$ cat src/rtl/div_stream_collector.sv
// Credit-based collector for a fixed-latency, non-stallable divider: tracks issued
// operations, captures quotients into a result FIFO. Optional macro: DIV_ZERO_FLAG_EN.
module div_stream_collector #(
  parameter int DATA_LEN   = 32,
  parameter int TAG_LEN    = 8,
  parameter int LATENCY    = 11,
  parameter int FIFO_DEPTH = 16
) (
  input  logic                clk,
  input  logic                reset,
  input  logic                in_valid,
  output logic                in_ready,
  input  logic [DATA_LEN-1:0] in_a,
  input  logic [DATA_LEN-1:0] in_b,
  input  logic [TAG_LEN-1:0]  in_tag,
  output logic [DATA_LEN-1:0] div_a,
  output logic [DATA_LEN-1:0] div_b,
  input  logic [DATA_LEN-1:0] div_result,
  output logic                out_valid,
  input  logic                out_ready,
  output logic [DATA_LEN-1:0] out_result,
  output logic [TAG_LEN-1:0]  out_tag
`ifdef DIV_ZERO_FLAG_EN
  ,
  output logic                out_dbz
`endif
);

  localparam int PW = $clog2(FIFO_DEPTH);
  localparam int CW = PW + 1;

  logic                accept;
  logic                pop;
  logic                wr_en;
  logic [DATA_LEN-1:0] wr_data;

  logic [LATENCY-1:0]  vld_q, vld_d;
  logic [TAG_LEN-1:0]  tag_q [LATENCY];
  logic [PW-1:0]       wr_ptr_q, wr_ptr_d;
  logic [PW-1:0]       rd_ptr_q, rd_ptr_d;
  logic [CW-1:0]       count_q, count_d;
  logic [CW-1:0]       inflight_q, inflight_d;

  logic [DATA_LEN-1:0] res_mem [FIFO_DEPTH];
  logic [TAG_LEN-1:0]  tag_mem [FIFO_DEPTH];

  assign div_a = in_a;
  assign div_b = in_b;

  // Credits are implicit: a slot is free while queued plus in-flight results stay below depth.
  assign in_ready  = (count_q + inflight_q) != CW'(FIFO_DEPTH);
  assign out_valid = count_q != '0;
  assign accept    = in_valid & in_ready;
  assign pop       = out_valid & out_ready;
  assign wr_en     = vld_q[LATENCY-1];

`ifdef DIV_ZERO_FLAG_EN
  logic [LATENCY-1:0]    dbz_q;
  logic [FIFO_DEPTH-1:0] dbz_mem;

  assign wr_data = dbz_q[LATENCY-1] ? '1 : div_result;
  assign out_dbz = out_valid ? dbz_mem[rd_ptr_q] : 1'b0;

  always_ff @(posedge clk) begin
    dbz_q <= {dbz_q[LATENCY-2:0], (in_b == '0)};
    if (wr_en) dbz_mem[wr_ptr_q] <= dbz_q[LATENCY-1];
  end
`else
  assign wr_data = div_result;
`endif

  // Head of FIFO is forced to zero when empty so the outputs read 0 out of reset.
  assign out_result = out_valid ? res_mem[rd_ptr_q] : '0;
  assign out_tag    = out_valid ? tag_mem[rd_ptr_q] : '0;

  always_comb begin
    vld_d      = {vld_q[LATENCY-2:0], accept};
    wr_ptr_d   = wr_ptr_q + PW'(wr_en);
    rd_ptr_d   = rd_ptr_q + PW'(pop);
    count_d    = count_q + CW'(wr_en) - CW'(pop);
    inflight_d = inflight_q + CW'(accept) - CW'(wr_en);
  end

  always_ff @(posedge clk) begin
    if (reset) begin
      vld_q      <= '0;
      wr_ptr_q   <= '0;
      rd_ptr_q   <= '0;
      count_q    <= '0;
      inflight_q <= '0;
    end else begin
      vld_q      <= vld_d;
      wr_ptr_q   <= wr_ptr_d;
      rd_ptr_q   <= rd_ptr_d;
      count_q    <= count_d;
      inflight_q <= inflight_d;
    end
  end

  // NOTE: tag pipeline and FIFO storage carry no reset; the valid bits and counters
  // alone decide what is live, so stale contents are never observed.
  always_ff @(posedge clk) begin
    tag_q[0] <= in_tag;
    for (int k = 1; k < LATENCY; k++) tag_q[k] <= tag_q[k-1];
    if (wr_en) begin
      res_mem[wr_ptr_q] <= wr_data;
      tag_mem[wr_ptr_q] <= tag_q[LATENCY-1];
    end
  end

endmodule

$ cat config.mk
export PLATFORM = sky130hd
export DESIGN_NAME = div_stream_collector
export DESIGN_NICKNAME = d
export VERILOG_FILES = /design/src/rtl/div_stream_collector.sv
export SDC_FILE = /design/constraint.sdc
export NUM_CORES = 1
export LEC_CHECK = 0
export ABC_AREA = 1
export BUFFER_PORTS_ARGS = -buffer_cell sky130_fd_sc_hd__clkbuf_2
export CAP_MARGIN = 25
export CORE_ASPECT_RATIO = 1.1
export CORE_MARGIN = 2
export CORE_UTILIZATION = 45
export CTS_CLUSTER_SIZE = 10
export DETAILED_ROUTE_END_ITERATION = 7
export GPL_ROUTABILITY_DRIVEN = 0
export GPL_TIMING_DRIVEN = 1
export PLACE_DENSITY = 0.73
export SYNTH_ARGS = -nofsm -noshare
export SYNTH_HDL_FRONTEND = slang
export SYNTH_SLANG_ARGS = --single-unit
$ cat constraint.sdc
create_clock -name clk -period 7.5 [get_ports clk]
set_clock_uncertainty 0.2 [all_clocks]
set_input_delay 0.375 -clock clk [delete_from_list [all_inputs] [get_ports clk]]
set_output_delay 0.375 -clock clk [all_outputs]
set_load 0.01 [all_outputs]
==> flow_summary.yaml <==
global_route:
  grt_pass1_wl_mm: 107
  grt_start_max_net_pins: 163
  grt-ovfl-total: 0
  track_usage_pct: 19.8
  grt_pass1_vias: 18600
  antenna_found_initial: 1
flow_run:
  max-cap-violations: 0
routing:
  drt-total-wl_mm: 70.1
  routed_via_density: 5.10
  dr.pass1.iters: 7
  wire_per_inst_um: 18.3
  postRouteAntennaNets: 0
  drt_iter0_drc: 1976
  vias: 19600
  drc: 0
sta:
  worst_slack_ps: 2950
  slew_headroom_pct: 34.6
  worst_slew_pin_slew_ps: 982
  timing.final.max_slew_violations: 0
  fmax_mhz: 220
  min_period_over_period_pct: 60.7
  final.setup.tns_ps: 0
  rsz0062_at_grt: "no"
  finalSetupViolCount: 0
  min_period_ps: 4550
  hold_violations: 0
synth:
  ys_seq_area_share_pct: 70.0
  synth_area_mm2: 0.0308
  yosys.area.top_type: "edfxtp_1"
  syn_inst: 2852
  ys.flop_type: "edfxtp_1"
  synth_nets: 2982
  ys_seq_elements: 757
  ys_top_cells_by_area: "edfxtp_1, nand2_1, dfxtp_1"
  ys_warn_count: 0
  synth.top_cells.by_count: "nand2_1, edfxtp_1, nand3_1"
  synth.avg_cell_area_um2: 10.8
  async_reset_ff_share_pct: 0
  synth_edf_count: 640
  synth_top_area_share_pct: 62.4
  yosysMostFrequentCell: "nand2_1"
  synth_cell_type_count: 28
worst_setup_path:
  critPathKind: "flop to primary output"
  cp_max_fo: 162
  cp-startpoint: "rd_ptr_q[0]"
  r2r_setup_slack_ps: 4340
  start_kind: "flop"
  critical_path.endpoint_type: "primary output"
  critPathArrivalTime_ps: 3970
  rr_startpoint: "rd_ptr_q[1]"
  r2r_end: "rd_ptr_q[3]"
  reg2regPathDepth: 5
  required_ps: 6920
  endpoint: "out_tag[3]"
finish:
  diodes: 0
  area.growth.synth_to_final_pct: 11.2
  finalNetCount: 3024
  seqCellArea_mm2: 0.0216
  drive_gt1_share_pct: 8.12
  n_fill_cell: 5753
  multiInputGateArea_mm2: 0.00669
pwr:
  p_sw_share_pct: 30.2
  combPwrFrac_pct: 21.7
  internal-power_mw: 7.46
  switchingPower_mw: 3.22
  p_clk_share_pct: 34.0
  p_leak_nw: 14.0
  pwr_density_cell_mw_per_mm2: 312
  peakVddDrop_mv: 0.238
  pwr-share-seq_pct: 44.3
clock_tree:
  h-tree-depth: 3
  cts_root_buffer: "clkbuf_16"
  cts.clk_slew.worst_paths_ps: 50
  cts_max_path_buffers: 3
  clock-sinks: 757
  cts_tree: "built"
  clk-insertion-delay-late_ps: 620
  cts_buffers: 85
floorplan:
  fp.dieArea_mm2: 0.0706
  pin_count: 214
  coreArea_mm2: 0.0677
  fp.dieW_um: 253
  start_util_pct: 45.5
  rows: 100
  fp.dieH_um: 278
place:
  port_buffers: 85
  detailed_place_hpwl_mm: 34.3
  place_ws_ps: 3730
run_status:
  status: "finished, final reports clean"
min_path:
  hold_class: "primary input to flop"
[worst max-delay path, cell delays in order, from the launching register on]
cell and delay, ps:
dfxtp_4 560, inv_8 760, buf_12 570, nand2_1 150
nand2_1 110, nand2_1 60, nand3_1 100, nand3_1 100
a21oi_1 480, clkbuf_2 230
[cell type report]
| class | instances | area share, % |
|---|---|---|
| clock buffers | 109 | 6.72 |
| multi-input cells | 1525 | 19.5 |
| well taps | 918 | 3.35 |
| flip-flops and latches | 757 | 63.0 |
| repair buffers | 158 | 3.27 |
| clock inverters | 3 | 0.110 |
| inverters | 367 | 4.06 |
[layer usage]
metal | share of wire [%] | up-vias | wire length, um | track usage [%]
met4 | 2.7 | 2 | 1910 | 7.06
met1 | 40 | 9376 | 28100 | 25.7
met5 | 0.016 | - | 11 | 0.279
met2 | 49 | 797 | 34300 | 33.1
met3 | 8.3 | 126 | 5790 | 3.82
li1 | - | 9280 | - | -
[cells by family after synthesis]
group                      share of synthesized area, %
DFF                                                70.0
and+or+nand+nor                                    19.2
xor gates and xnor gates                          0.199
adders and majority gates                         0.966
buffers and inverters                              8.65
AOI/OAI and AO/OA                                 0.979
[cell usage in the layout, fill, tap and decap left out, drive strengths merged, types with 3 or more instances in the layout]
cell type and count:
dfxtp 117, nor3 6, nand2 977, a21oi 50, buf 32, ha 19, o21ai 6, clkbuf 194
inv 369, nor2 40, or2 3, edfxtp 640, dlygate4sd3 41, fa 3, xnor2 6, nand3 409
[power groups by stage]
stage / Sequential (mW) / Clock (mW) / Combinational, mW
2_1_floorplan: 4.73 / 0 / 1.79
3_3_place_gp: 4.81 / 0 / 2.25
3_5_place_dp: 4.81 / 0 / 2.29
4_1_cts: 4.73 / 3.70 / 2.32
5_1_grt: 4.74 / 3.85 / 2.61
6_report: 4.73 / 3.63 / 2.31
[through the flow]
stage	cell area, um2	hold WS [ps]	std cells	power (mW)	utilization [%]
floorplan	30800	110	2852	6.51	-
global placement	31500	110	3682	7.06	46.5
detailed placement	31500	112	3682	7.10	46.5
CTS	34200	30.4	3835	10.7	50.6
global route	34300	82.5	3837	11.2	50.6
finish	34300	40.6	3837	10.7	50.6
[how the worst min path moves through the flow]
stage               cells after the start   startpoint      endpoint  slack, ps
floorplan                               0  tag_q[9][0]  tag_q[10][0]        110
global placement                        0  tag_q[8][6]   tag_q[9][6]        110
detailed placement                      0  tag_q[9][1]  tag_q[10][1]        110
CTS                                     2        reset      vld_q[2]         30
global route                            2        reset      vld_q[8]         80
finish                                  2        reset      vld_q[7]         40
[registers in the layout (all words and copies together) (netlist names)]
name        count
inflight_q      5
wr_ptr_q        4
rd_ptr_q        4
tag_q          88
count_q         5
res_mem       512
vld_q          11
tag_mem       128
[what timing repair did]
action,4_1_cts,5_1_grt
hold endpoints to repair,509,0
resized for setup,0,0
setup buffers,0,0
hold buffers,41,0
(Power assumes the default switching activity.)
